$ cat src/rtl/memory_port_arbiter.sv
// memory_port_arbiter
//
// Shares one word-wide main memory between the instruction cache and the data
// cache. One side is granted at a time. An instruction-block refill becomes
// four single-word reads, separated by one strobe-free gap cycle. A data-block
// read or write passes through as a single transfer.
//
// Optional feature macro: ARB_ROUND_ROBIN_EN
//   defined   : on a simultaneous request, the side not granted last wins.
//   undefined : fixed priority, data wins contention.
//
// Ports
//   CLK, RESET                  clock (rising edge), asynchronous active-high reset
//   ins_read / ins_address      instruction block read request and block index
//   ins_readdata / ins_busywait assembled 128-bit block, instruction stall
//   data_read / data_write      data block read / write-back request
//   data_address / data_writedata / data_readdata / data_busywait
//   mem_read / mem_write        memory strobes (registered)
//   mem_address / mem_writedata memory word address and write data (registered)
//   mem_readdata / mem_busywait memory read data and busy
module memory_port_arbiter #(
  parameter int unsigned        MEM_AW    = 9,
  parameter logic [MEM_AW-1:0]  DATA_BASE = MEM_AW'(256)
) (
  input  logic              CLK,
  input  logic              RESET,
  input  logic              ins_read,
  input  logic [5:0]        ins_address,
  output logic [127:0]      ins_readdata,
  output logic              ins_busywait,
  input  logic              data_read,
  input  logic              data_write,
  input  logic [5:0]        data_address,
  input  logic [31:0]       data_writedata,
  output logic [31:0]       data_readdata,
  output logic              data_busywait,
  output logic              mem_read,
  output logic              mem_write,
  output logic [MEM_AW-1:0] mem_address,
  output logic [31:0]       mem_writedata,
  input  logic [31:0]       mem_readdata,
  input  logic              mem_busywait
);

  typedef enum logic [2:0] {StIdle, StDAcc, StIAcc, StIGap, StResp} state_e;

  state_e              state_q;
  logic [1:0]          beat_q;
  logic                grant_data_q;  // side owning the current transaction
  logic                mem_read_q;
  logic                mem_write_q;
  logic [MEM_AW-1:0]   mem_address_q;
  logic [31:0]         mem_writedata_q;
  logic [127:0]        ins_readdata_q;
  logic [31:0]         data_readdata_q;
`ifdef ARB_ROUND_ROBIN_EN
  logic                last_grant_data_q;
`endif

  logic                data_req;
  logic                grant_data;
  logic                xfer_done;
  logic [MEM_AW-1:0]   data_mem_addr;
  logic [MEM_AW-1:0]   ins_mem_addr;
  logic [MEM_AW-1:0]   ins_first_addr;

  assign data_req       = data_read | data_write;
  assign data_mem_addr  = DATA_BASE + MEM_AW'(data_address);
  assign ins_mem_addr   = MEM_AW'({ins_address, beat_q});
  assign ins_first_addr = MEM_AW'({ins_address, 2'b00});
  // A transfer completes on the edge where our strobe is up and memory is not busy.
  assign xfer_done      = (mem_read_q | mem_write_q) & ~mem_busywait;

`ifdef ARB_ROUND_ROBIN_EN
  // Under contention the data side wins only if instruction was granted last.
  assign grant_data = data_req & (~ins_read | ~last_grant_data_q);
`else
  assign grant_data = data_req;
`endif

  always_ff @(posedge CLK or posedge RESET) begin
    if (RESET) begin
      state_q           <= StIdle;
      beat_q            <= 2'd0;
      grant_data_q      <= 1'b0;
      mem_read_q        <= 1'b0;
      mem_write_q       <= 1'b0;
      mem_address_q     <= '0;
      mem_writedata_q   <= '0;
      ins_readdata_q    <= '0;
      data_readdata_q   <= '0;
`ifdef ARB_ROUND_ROBIN_EN
      last_grant_data_q <= 1'b0;
`endif
    end else begin
      unique case (state_q)
        StIdle: begin
          if (grant_data) begin
            state_q         <= StDAcc;
            grant_data_q    <= 1'b1;
            mem_address_q   <= data_mem_addr;
            mem_writedata_q <= data_writedata;
            // A simultaneous read is left pending and serviced afterwards.
            mem_write_q     <= data_write;
            mem_read_q      <= ~data_write;
`ifdef ARB_ROUND_ROBIN_EN
            last_grant_data_q <= 1'b1;
`endif
          end else if (ins_read) begin
            state_q       <= StIAcc;
            grant_data_q  <= 1'b0;
            beat_q        <= 2'd0;
            mem_read_q    <= 1'b1;
            mem_address_q <= ins_first_addr;
`ifdef ARB_ROUND_ROBIN_EN
            last_grant_data_q <= 1'b0;
`endif
          end
        end

        StDAcc: begin
          if (xfer_done) begin
            mem_read_q  <= 1'b0;
            mem_write_q <= 1'b0;
            if (mem_read_q) begin
              data_readdata_q <= mem_readdata;
            end
            state_q <= StResp;
          end else begin
            // Requester inputs are resampled every cycle of the access.
            mem_address_q   <= data_mem_addr;
            mem_writedata_q <= data_writedata;
            mem_write_q     <= data_write;
            mem_read_q      <= ~data_write;
          end
        end

        StIAcc: begin
          if (xfer_done) begin
            mem_read_q <= 1'b0;
            ins_readdata_q[{beat_q, 5'd0} +: 32] <= mem_readdata;
            if (beat_q == 2'd3) begin
              state_q <= StResp;
            end else begin
              beat_q  <= beat_q + 2'd1;
              state_q <= StIGap;
            end
          end else begin
            mem_address_q <= ins_mem_addr;
          end
        end

        StIGap: begin
          // beat_q already points at the next word.
          mem_read_q    <= 1'b1;
          mem_address_q <= ins_mem_addr;
          state_q       <= StIAcc;
        end

        StResp: begin
          state_q <= StIdle;
        end

        default: begin
          state_q <= StIdle;
        end
      endcase
    end
  end

  assign mem_read      = mem_read_q;
  assign mem_write     = mem_write_q;
  assign mem_address   = mem_address_q;
  assign mem_writedata = mem_writedata_q;
  assign ins_readdata  = ins_readdata_q;
  assign data_readdata = data_readdata_q;

  assign ins_busywait  = ~RESET & ins_read & ~((state_q == StResp) & ~grant_data_q);
  assign data_busywait = ~RESET & data_req & ~((state_q == StResp) & grant_data_q);

endmodule
$ cat config.mk
export PLATFORM = sky130hd
export DESIGN_NAME = memory_port_arbiter
export DESIGN_NICKNAME = d
export VERILOG_FILES = /design/src/rtl/memory_port_arbiter.sv
export SDC_FILE = /design/constraint.sdc
export NUM_CORES = 1
export LEC_CHECK = 0
export ABC_AREA = 1
export CAP_MARGIN = 30
export CELL_PAD_IN_SITES_DETAIL_PLACEMENT = 0
export CELL_PAD_IN_SITES_GLOBAL_PLACEMENT = 1
export CORE_MARGIN = 4
export CORE_UTILIZATION = 37
export CTS_CLUSTER_SIZE = 12
export DETAILED_ROUTE_END_ITERATION = 7
export PLACE_DENSITY_LB_ADDON = 0.1
export SETUP_SLACK_MARGIN = 0.3
export SKIP_LAST_GASP = 1
export SLEW_MARGIN = 10
export SYNTH_ARGS = -nofsm -noshare
export SYNTH_HDL_FRONTEND = slang
export SYNTH_SLANG_ARGS = --single-unit
$ cat constraint.sdc
create_clock -name CLK -period 12.52 [get_ports CLK]
set_input_delay 1.878 -clock CLK [delete_from_list [all_inputs] [get_ports CLK]]
set_output_delay 1.878 -clock CLK [all_outputs]
set_load 0.005 [all_outputs]
==> qor.txt, run 1 <==
status = finished, final reports clean
DP Wirelength = 20580 um
clock skew = 0.006429 ns
setup TNS = 0 ns
share of the synthesized area in the top cell type = 0.5743
number of routed nets with antenna violations = 0
cell mode on critical path = clkdlybuf4s50_1
HP Class = reg2reg
required time of the critical path = 10.64 ns
1st-pass router iterations = 5
largest cells by area after synthesis = dfrtp_1, nand2_1, nand3_1
final worst path period need = 5.481 ns
Hold WS = 0.4688 ns
Clock Tree Root = clkbuf_16
CP peak stage delay = 0.49 ns
Final Hold Fails = 0
synth warn = 0
antenna violations before repair = 0
gpl congestion = 0.8131
Initial Utilization = 0.3755
number of global-route vias before repair = 7726
Synth cell types = 27
post-cts sizing count = 0
Vias/cell = 4.931
die area = 0.02719 mm2
clk buf depth = 3
setup bufs post-CTS = 0
CTS tree = built
I/O pin cnt = 287
Total GRT Usage = 0.2152
slowest CP cell = clkdlybuf4s50_1
Synth Register Bits = 209
Placed Area = 0.01215 mm2
pwr dens = 207.6 mW/mm2
hold_buf cts = 0
Die H = 164.9 um
worst-skew pair later-pin latency = 0.51 ns
cell chain of the critical path = clkdlybuf4s50_1 -> inv_8 -> nand3_1 -> inv_1 -> clkdlybuf4s50_1
Critical Path Start Type = primary input
die width = 164.9 um
Gate Count Post-Synth = 1063
CTS Sinks = 209
Area Growth Syn to Fin = 42.04%
PortBufs = 286
synthesized area = 0.009106 mm2
Setup CP Type = in2out
Seq/Total Area, Yosys = 0.5743
Synth Area per Inst = 8.567 um2
Ant. Diodes = 0
final setup fails = 0
DR WL/cell = 18.13 um
largest area contributor in the synthesized netlist = dfrtp_1
final setup margin = 7.039 ns
FF-to-FF setup slack = 9.11 ns
worst r2r src = beat_q[0]
worst path bufs/invs = 4
Max Clk Rate = 182.4 MHz
Critical Path AT = 3.60 ns
Clock Pin Slew Worst Setup and Hold Paths = 0.06 ns
Core Region = 0.02425 mm2
post-route design area = 0.01293 mm2
Row Count = 57
DRC Markers = 0
H-tree Lvls = 1
fin crit share = 0.4378
Max-Cap Viols = 0
routed wire length = 29940 um
peak supply drop = 0.1133 mV
Critical Path Sink = data_busywait
largest net degree at the start of global routing = 86
grt ovf = 0
Leakage = 6.184 nW
Stages on worst setup path = 5
syn nets = 1151
share of cells above drive strength 1 = 0.05049
via count = 8141
cell family with most CP delay = buffers and inverters
Detailed Route Iter0 Violations = 553
Worst-Margin Slew = 0.8602 ns
R2R cell count = 8
CTS buffer count = 24
Slew HR = 0.4265
worst r2r dst = ins_readdata[123]
unrepaired setup endpoints after global routing = no
global-route wire length before repair = 46060 um
fin nets = 1402
DP Worst Slack = 6.983 ns
Pins Over Slew Limit = 0
CP startpoint = RESET
kind of end point of the critical path = primary output
crit-path max FO = 85
-- state kept, by name (all words and copies together), names as in the netlist --
register       flops
ins_readdata     128
data_readdata     32
mem_writedata     32
mem_address        9
state_q            3
beat_q             2
grant_data_q       1
mem_read           1
mem_write          1
-- worst reg2reg max path, stage by stage (launching register included) --
cell	delay, ns
dfrtp_1	0.74
clkinv_1	0.82
ha_1	0.69
inv_1	0.32
buf_16	0.21
nand2_1	0.08
nor2_1	0.25
nand3_1	0.13
nand2_1	0.11
-- synth_stat cells (all sizes together) --
cell type / instances
nand2: 367
buf: 43
a21oi: 5
inv: 42
a31oi: 1
clkbuf: 27
nor3: 12
nand3b: 2
o211ai: 1
ha: 6
nor2: 41
o21bai: 1
nand4: 1
clkinv: 1
a21boi: 1
o21ai: 146
dfrtp: 209
nand3: 157
-- metrics by stage --
step	util	std cells	power [mW]
finish	0.5334	1651	2.685
global placement	0.4988	1609	2.001
global route	0.5334	1651	2.881
detailed placement	0.5010	1611	2.017
CTS	0.5323	1650	2.707
floorplan	-	1063	1.498
-- routing by layer --
layer | wire length, um | track usage
met1 | 14240 | 0.3382
met2 | 12660 | 0.2995
met3 | 2417 | 0.05016
met4 | 626 | 0.04839
met5 | 0 | 0
-- final cells by class --
| type | count | area, um2 |
|---|---|---|
| Clock buffer | 39 | 758.2 |
| Fill cell | 2305 | 11310 |
| Inverter | 43 | 168.9 |
| Multi-Input combinational cell | 741 | 3382 |
| Sequential cell | 209 | 5230 |
| Tap cell | 324 | 405.4 |
| Timing Repair Buffer | 295 | 2990 |
-- kinds of logic (layout without fill, tap and decap cells) --
group                      Yosys count  after routing  synth area share
and+or+nand+nor                    580            580            0.2760
DFF                                209            209            0.5743
adders and majority gates            6              6          0.008244
AOI/OAI and AO/OA                  155            155           0.08656
buffers and inverters              113            377           0.05482
-- report_power, final --
part           leakage (nW)  switching, mW  internal [mW]  total, mW
Combinational          3.04          0.585          0.468       1.05
Sequential             2.77          0.107          0.846      0.954
Clock                 0.373          0.271          0.408      0.679
Total                  6.18          0.963           1.72       2.69
-- how the worst min path moves through the flow --
stage | slack (ns) | start | end | cells past startpoint
5_1_grt | 0.48 | data_readdata[15] | data_readdata[15] | 2
4_1_cts | 0.47 | data_readdata[22] | data_readdata[22] | 2
3_5_place_dp | 0.46 | data_readdata[22] | data_readdata[22] | 2
6_report | 0.47 | data_readdata[22] | data_readdata[22] | 2
2_1_floorplan | 0.47 | data_readdata[0] | data_readdata[0] | 2
3_3_place_gp | 0.45 | mem_writedata[30] | mem_writedata[30] | 2
-- layout by cell type, fill, tap and decap left out, drive strengths merged --
master	instances
buf	9
clkdlybuf4s50	286
ha	6
o21ai	146
clkinv	1
nand2	367
clkbuf	39
a21oi	5
o21bai	1
a21boi	1
o211ai	1
nor2	41
nand3b	2
nand4	1
nor3	12
nand3	157
inv	42
a31oi	1
dfrtp	209
Power figures use the tool's default switching activity.
==> inputs of run 2 (changes only) <==
--- a/config.mk
+++ b/config.mk
@@ -10,7 +10,7 @@
 export CELL_PAD_IN_SITES_DETAIL_PLACEMENT = 0
 export CELL_PAD_IN_SITES_GLOBAL_PLACEMENT = 1
 export CORE_MARGIN = 4
-export CORE_UTILIZATION = 37
+export CORE_UTILIZATION = 34
 export CTS_CLUSTER_SIZE = 12
 export DETAILED_ROUTE_END_ITERATION = 7
 export PLACE_DENSITY_LB_ADDON = 0.1
==> constraint.sdc (replaced) <==
create_clock -name CLK -period 5.22 [get_ports CLK]
set_input_delay 0.783 -clock CLK [delete_from_list [all_inputs] [get_ports CLK]]
set_output_delay 0.783 -clock CLK [all_outputs]
set_load 0.005 [all_outputs]
==> qor.txt, run 2 (same netlist as run 1, synthesis figures left out) <==
Critical Path AT = 2.21 ns (-1.39 ns)
worst-skew pair later-pin latency = 0.53 ns (+0.02 ns)
max reg flops = 128 (unchanged)
internal power component = 4.321 mW (+150%)
Row Count = 59 (+3.5%)
crit-path max FO = 5 (-94%)
DR WL/cell = 18.99 um (+4.7%)
Pins Over Slew Limit = 0 (unchanged)
Max-Cap Viols = 0 (unchanged)
setup TNS = 0 ns (unchanged)
Die H = 171.7 um (+4.1%)
Setup CP Type = in2out
largest net degree at the start of global routing = 145 (+69%)
share of cells above drive strength 1 = 0.05993 (+0.009435)
clk buf depth = 3 (unchanged)
fin crit share = 0.5727
setup bufs post-CTS = 0 (unchanged)
CTS tree = built
wl on met1 = 15040 um (+5.6%)
clock skew = 0.01300 ns (+0.006569 ns)
peak supply drop = 0.2466 mV (+120%)
fin nets = 1404 (+0.14%)
Flop pwr share = 0.339 (-0.016)
die width = 171.7 um (+4.1%)
Core Region = 0.02621 mm2 (+8.1%)
Ant. Diodes = 0 (unchanged)
power share of the clock group = 0.278 (+0.025)
R2R cell count = 8 (unchanged)
H-tree Lvls = 1 (unchanged)
die area = 0.02947 mm2 (+8.4%)
commonest non-fill, non-tap cell in the layout = nand2_1
I/O pin cnt = 287 (unchanged)
Max Clk Rate = 334.5 MHz
hold_buf cts = 0 (unchanged)
slowest CP cell = clkdlybuf4s50_1
CTS Sinks = 209 (unchanged)
hold path depth = 2 (unchanged)
pwr dens = 514.5 mW/mm2 (+150%)
Clock Pin Slew Worst Setup and Hold Paths = 0.06 ns (about the same)
HP Class = reg2reg
kind of end point of the critical path = primary output
Vias/cell = 4.847 (-1.7%)
sw frac = 0.3587 (about the same)
required time of the critical path = 4.44 ns (-6.20 ns)
1st-pass router iterations = 5 (unchanged)
Clock Tree Root = clkbuf_16
PortBufs = 286 (unchanged)
cell chain of the critical path = clkdlybuf4s50_1 -> nor2_1 -> inv_1 -> nand3_1 -> inv_1 -> clkdlybuf4s50_1
grt ovf = 0 (unchanged)
DP Wirelength = 21740 um (+5.6%)
routed wire length on met2 = 13580 um (+7.3%)
routed wire length = 31720 um (+5.9%)
Initial Utilization = 0.3475 (-0.02806)
number of global-route vias before repair = 8103 (+4.9%)
Worst-Margin Slew = 0.9899 ns (+0.1296 ns)
DRC Markers = 0 (unchanged)
Area Growth Syn to Fin = 43.80%
global-route wire length before repair = 48480 um (+5.2%)
Final Hold Fails = 0 (unchanged)
post-cts sizing count = 0 (unchanged)
Detailed Route Iter0 Violations = 678 (+23%)
WL met3 = 2499 um (+3.4%)
final setup fails = 0 (unchanged)
Critical Path Start Type = primary input
status = finished, final reports clean
Leakage = 6.253 nW (+1.1%)
number of routed nets with antenna violations = 0 (unchanged)
antenna violations before repair = 0 (unchanged)
P_sw = 2.417 mW (+150%)
Total GRT Usage = 0.2084 (-0.006804)
CTS buffer count = 25 (+4.2%)
most frequent cells in the layout = nand2_1, clkdlybuf4s50_1, dfrtp_1
Core Util, Final = 0.4997 (-0.03375)
Slew HR = 0.3377 (-0.08887)
final worst path period need = 2.990 ns
CP peak stage delay = 0.44 ns (-0.05 ns)
gpl congestion = 0.8075 (-0.69%)
DR top layer = met4
Total Power = 6.738 mW (+150%)
Gate power share = 0.382 (-0.010)
unrepaired setup endpoints after global routing = no
via count = 8095 (-0.57%)
[run 2: layout make-up]
| cell class | count | area (um2) |
|---|---|---|
| Fill cell | 2494 | 13110 |
| Sequential cell | 209 | 5230 |
| Multi-Input combinational cell | 741 | 3382 |
| Timing Repair Buffer | 296 | 2998 |
| Clock buffer | 36 | 767.0 |
| Tap cell | 335 | 419.2 |
| Inverter | 43 | 165.2 |
| Clock inverter | 10 | 133.9 |
[run 2: through the flow]
step	instance area (um2)	setup slack [ns]	hold WS, ns	std cells
6_report	13100	2.230	0.4684	1670
2_1_floorplan	9110	0.2162	0.4654	1063
3_3_place_gp	12120	2.009	0.4551	1621
4_1_cts	13100	2.228	0.4726	1670
3_5_place_dp	12190	1.973	0.4570	1624
5_1_grt	13100	1.936	0.4848	1670
[run 2: worst paths after layout]
check                                 startpoint                to  slack [ns]
worst max register to register         beat_q[0]  ins_readdata[83]        2.24
max in group asynchronous                  RESET  ins_readdata[41]        2.93
worst min register to register  data_readdata[2]  data_readdata[2]        0.47
worst max-delay path                  data_write     data_busywait        2.23
min in group asynchronous                  RESET   ins_readdata[1]        0.94
worst min-delay path            data_readdata[2]  data_readdata[2]        0.47
[run 2: power groups by stage]
stage	sequential [mW]	combinational [mW]	clock, mW
2_1_floorplan	2.30	1.29	0
3_3_place_gp	2.31	2.54	0
3_5_place_dp	2.31	2.61	0
4_1_cts	2.29	2.62	1.92
5_1_grt	2.34	2.88	1.99
6_report	2.29	2.57	1.88
[run 2: worst max-delay path, delay by kind of cell]
kind	cells	cell delay [ns]
buffers and inverters	4	1.04
AND/OR/NAND/NOR	2	0.38
[run 2: layer usage]
layer  vias to the layer above  track usage
met5                         -            0
met4                         0      0.04650
met3                        36      0.05378
met2                       271       0.3062
met1                      3813       0.3104
li1                       3975            -
==> inputs of run 3 (changes only) <==
==> constraint.sdc (replaced) <==
create_clock -name CLK -period 3 [get_ports CLK]
set_input_delay 0.45 -clock CLK [delete_from_list [all_inputs] [get_ports CLK]]
set_output_delay 0.45 -clock CLK [all_outputs]
set_load 0.005 [all_outputs]
==> qor.txt, run 3 (same netlist as run 1, synthesis figures left out) <==
most frequent cells in the layout = nand2_1, clkdlybuf4s50_1, dfrtp_1
DP Wirelength = 21790 um (+0.25%)
DRC Markers = 0 (unchanged)
I/O pin cnt = 287 (unchanged)
GR Util met3 = 0.04344 (-0.01034)
CTS tree = built
number of routed nets with antenna violations = 0 (unchanged)
Row Count = 59 (unchanged)
1st-pass router iterations = 5 (unchanged)
Max Clk Rate = 408.3 MHz
fin crit share = 0.8165
Hold WS = 0.2289 ns (-0.2395 ns)
antenna violations before repair = 0 (unchanged)
largest net degree at the start of global routing = 125 (-14%)
die area = 0.02947 mm2 (unchanged)
peak supply drop = 0.5482 mV (+120%)
number of global-route vias before repair = 8052 (-0.63%)
Worst-Margin Slew = 0.7126 ns (-0.2773 ns)
Core Util, Final = 0.5027 (+0.002960)
Vias/cell = 4.890 (+0.88%)
final setup fails = 0 (unchanged)
Slew HR = 0.5250 (+0.1873)
global routing usage on met2 = 0.2951 (-0.01109)
grt met1 use = 0.3184 (+0.008025)
multi-input logic area = 0.003382 mm2 (unchanged)
grt ovf = 0 (unchanged)
P_sw = 4.172 mW (+73%)
required time of the critical path = 2.55 ns (-1.89 ns)
HP Class = in2async
H-tree Lvls = 1 (unchanged)
Final Hold Fails = 0 (unchanged)
CTS buffer count = 25 (unchanged)
Area Growth Syn to Fin = 44.65%
setup bufs post-CTS = 0 (unchanged)
Initial Utilization = 0.3475 (unchanged)
power share of the clock group = 0.286 (+0.008)
Gate power share = 0.377 (-0.005)
CP peak stage delay = 0.50 ns (+0.06 ns)
Register Area = 0.005230 mm2 (unchanged)
PortBufs = 286 (unchanged)
Clock Pin Slew Worst Setup and Hold Paths = 0.06 ns (about the same)
Critical Path AT = 2.00 ns (-0.21 ns)
Setup CP Type = reg2out
Die H = 171.7 um (unchanged)
cell chain of the critical path = nor2_1 -> nand2_1 -> o211ai_1 -> inv_1 -> clkdlybuf4s50_1
global-route wire length before repair = 47730 um (-1.6%)
worst path bufs/invs = 2 (-2)
cell family with most CP delay = flip-flops
crit-path max FO = 6 (+1)
sw frac = 0.3531 (-0.005645)
Total GRT Usage = 0.2046 (-0.003805)
internal power component = 7.644 mW (+77%)
worst-skew pair later-pin latency = 0.51 ns (-0.02 ns)
CTS Sinks = 209 (unchanged)
busiest grt layer = met1
hold_buf cts = 0 (unchanged)
final worst path period need = 2.449 ns
Flop pwr share = 0.338 (about the same)
die width = 171.7 um (unchanged)
Max-Cap Viols = 0 (unchanged)
slowest CP cell = dfrtp_1
max reg flops = 128 (unchanged)
number of fill cells = 2547 (+2.1%)
Detailed Route Iter0 Violations = 744 (+9.7%)
Pins Over Slew Limit = 0 (unchanged)
unrepaired setup endpoints after global routing = no
commonest non-fill, non-tap cell in the layout = nand2_1
via count = 8225 (+1.6%)
share of cells above drive strength 1 = 0.06682 (+0.006890)
clk buf depth = 3 (unchanged)
status = finished, final reports clean
Core Region = 0.02621 mm2 (unchanged)
fin nets = 1417 (+0.93%)
Leakage = 6.310 nW (+0.92%)
DR WL/cell = 18.60 um (-2.1%)
Clock Tree Root = clkbuf_16
Critical Path Start Type = flip-flop
pwr dens = 897.1 mW/mm2 (+74%)
Ant. Diodes = 0 (unchanged)
kind of end point of the critical path = primary output
clock skew = 0.01274 ns (-0.0002557 ns)
gpl congestion = 0.8588 (+6.4%)
routed wire length = 31280 um (-1.4%)
post-cts sizing count = 0 (unchanged)
==> run 3: cell types whose count changed in the layout (fill, tap and decap cells not counted), sizes merged <==
cell	change
clkinvlp	-2
clkbuf	-3
clkinv	+2
buf	+13
inv	-1
bufinv	+3
==> run 3: worst paths after layout <==
path                                  start               end  slack, ns  cells past startpoint
min reg2reg                data_readdata[2]  data_readdata[2]       0.47                      2
min in group CLK           data_readdata[2]  data_readdata[2]       0.47                      2
max in group asynchronous             RESET    mem_address[8]       1.35                      4
max reg2reg                       beat_q[1]  ins_readdata[92]       0.79                      8
max                              state_q[0]      ins_busywait       0.55                      5
min                                   RESET      grant_data_q       0.23                      2
==> run 3: cell type report <==
class	instances	area share
Inverter	43	0.01254
Timing Repair Buffer	309	0.2323
Clock inverter	12	0.01596
Tap cell	335	0.03182
Sequential cell	209	0.3970
Clock buffer	33	0.05357
Multi-Input combinational cell	741	0.2567
==> run 3: power groups by stage <==
| stage | combinational (mW) | sequential [mW] | clock, mW |
|---|---|---|---|
| after global routing | 4.99 | 4.08 | 3.56 |
| after global placement | 4.45 | 4.02 | 0 |
| after detailed placement | 4.50 | 4.02 | 0 |
| after floorplan | 2.24 | 4.01 | 0 |
| after CTS | 4.51 | 3.99 | 3.43 |
| final | 4.45 | 3.99 | 3.37 |
==> run 3: metrics by stage <==
stage	setup TNS (ns)	power, mW	cell area (um2)	setup WS (ns)	instances
floorplan	-40.66	6.253	9110	-1.338	1063
global placement	0	8.473	12260	0.6742	1637
detailed placement	0	8.523	12260	0.5986	1637
CTS	0	11.93	13170	0.5210	1682
global route	0	12.62	13170	0.3806	1682
finish	0	11.82	13170	0.5505	1682
==> run 3: metal layers <==
metal,wire length (um),up-vias
met5,0,-
met1,14940,3907
met3,2184,27
met2,13640,291
li1,-,4000
met4,517,0
==> run 3: worst register-to-register path, cell delays in order, from the launching register on <==
cell and delay, ns:
dfrtp_1 0.50, inv_1 0.13, ha_1 0.33, inv_1 0.09, nor2_2 0.13, nand2_1 0.08, inv_1 0.51, nand3_1 0.15
o21ai_0 0.21
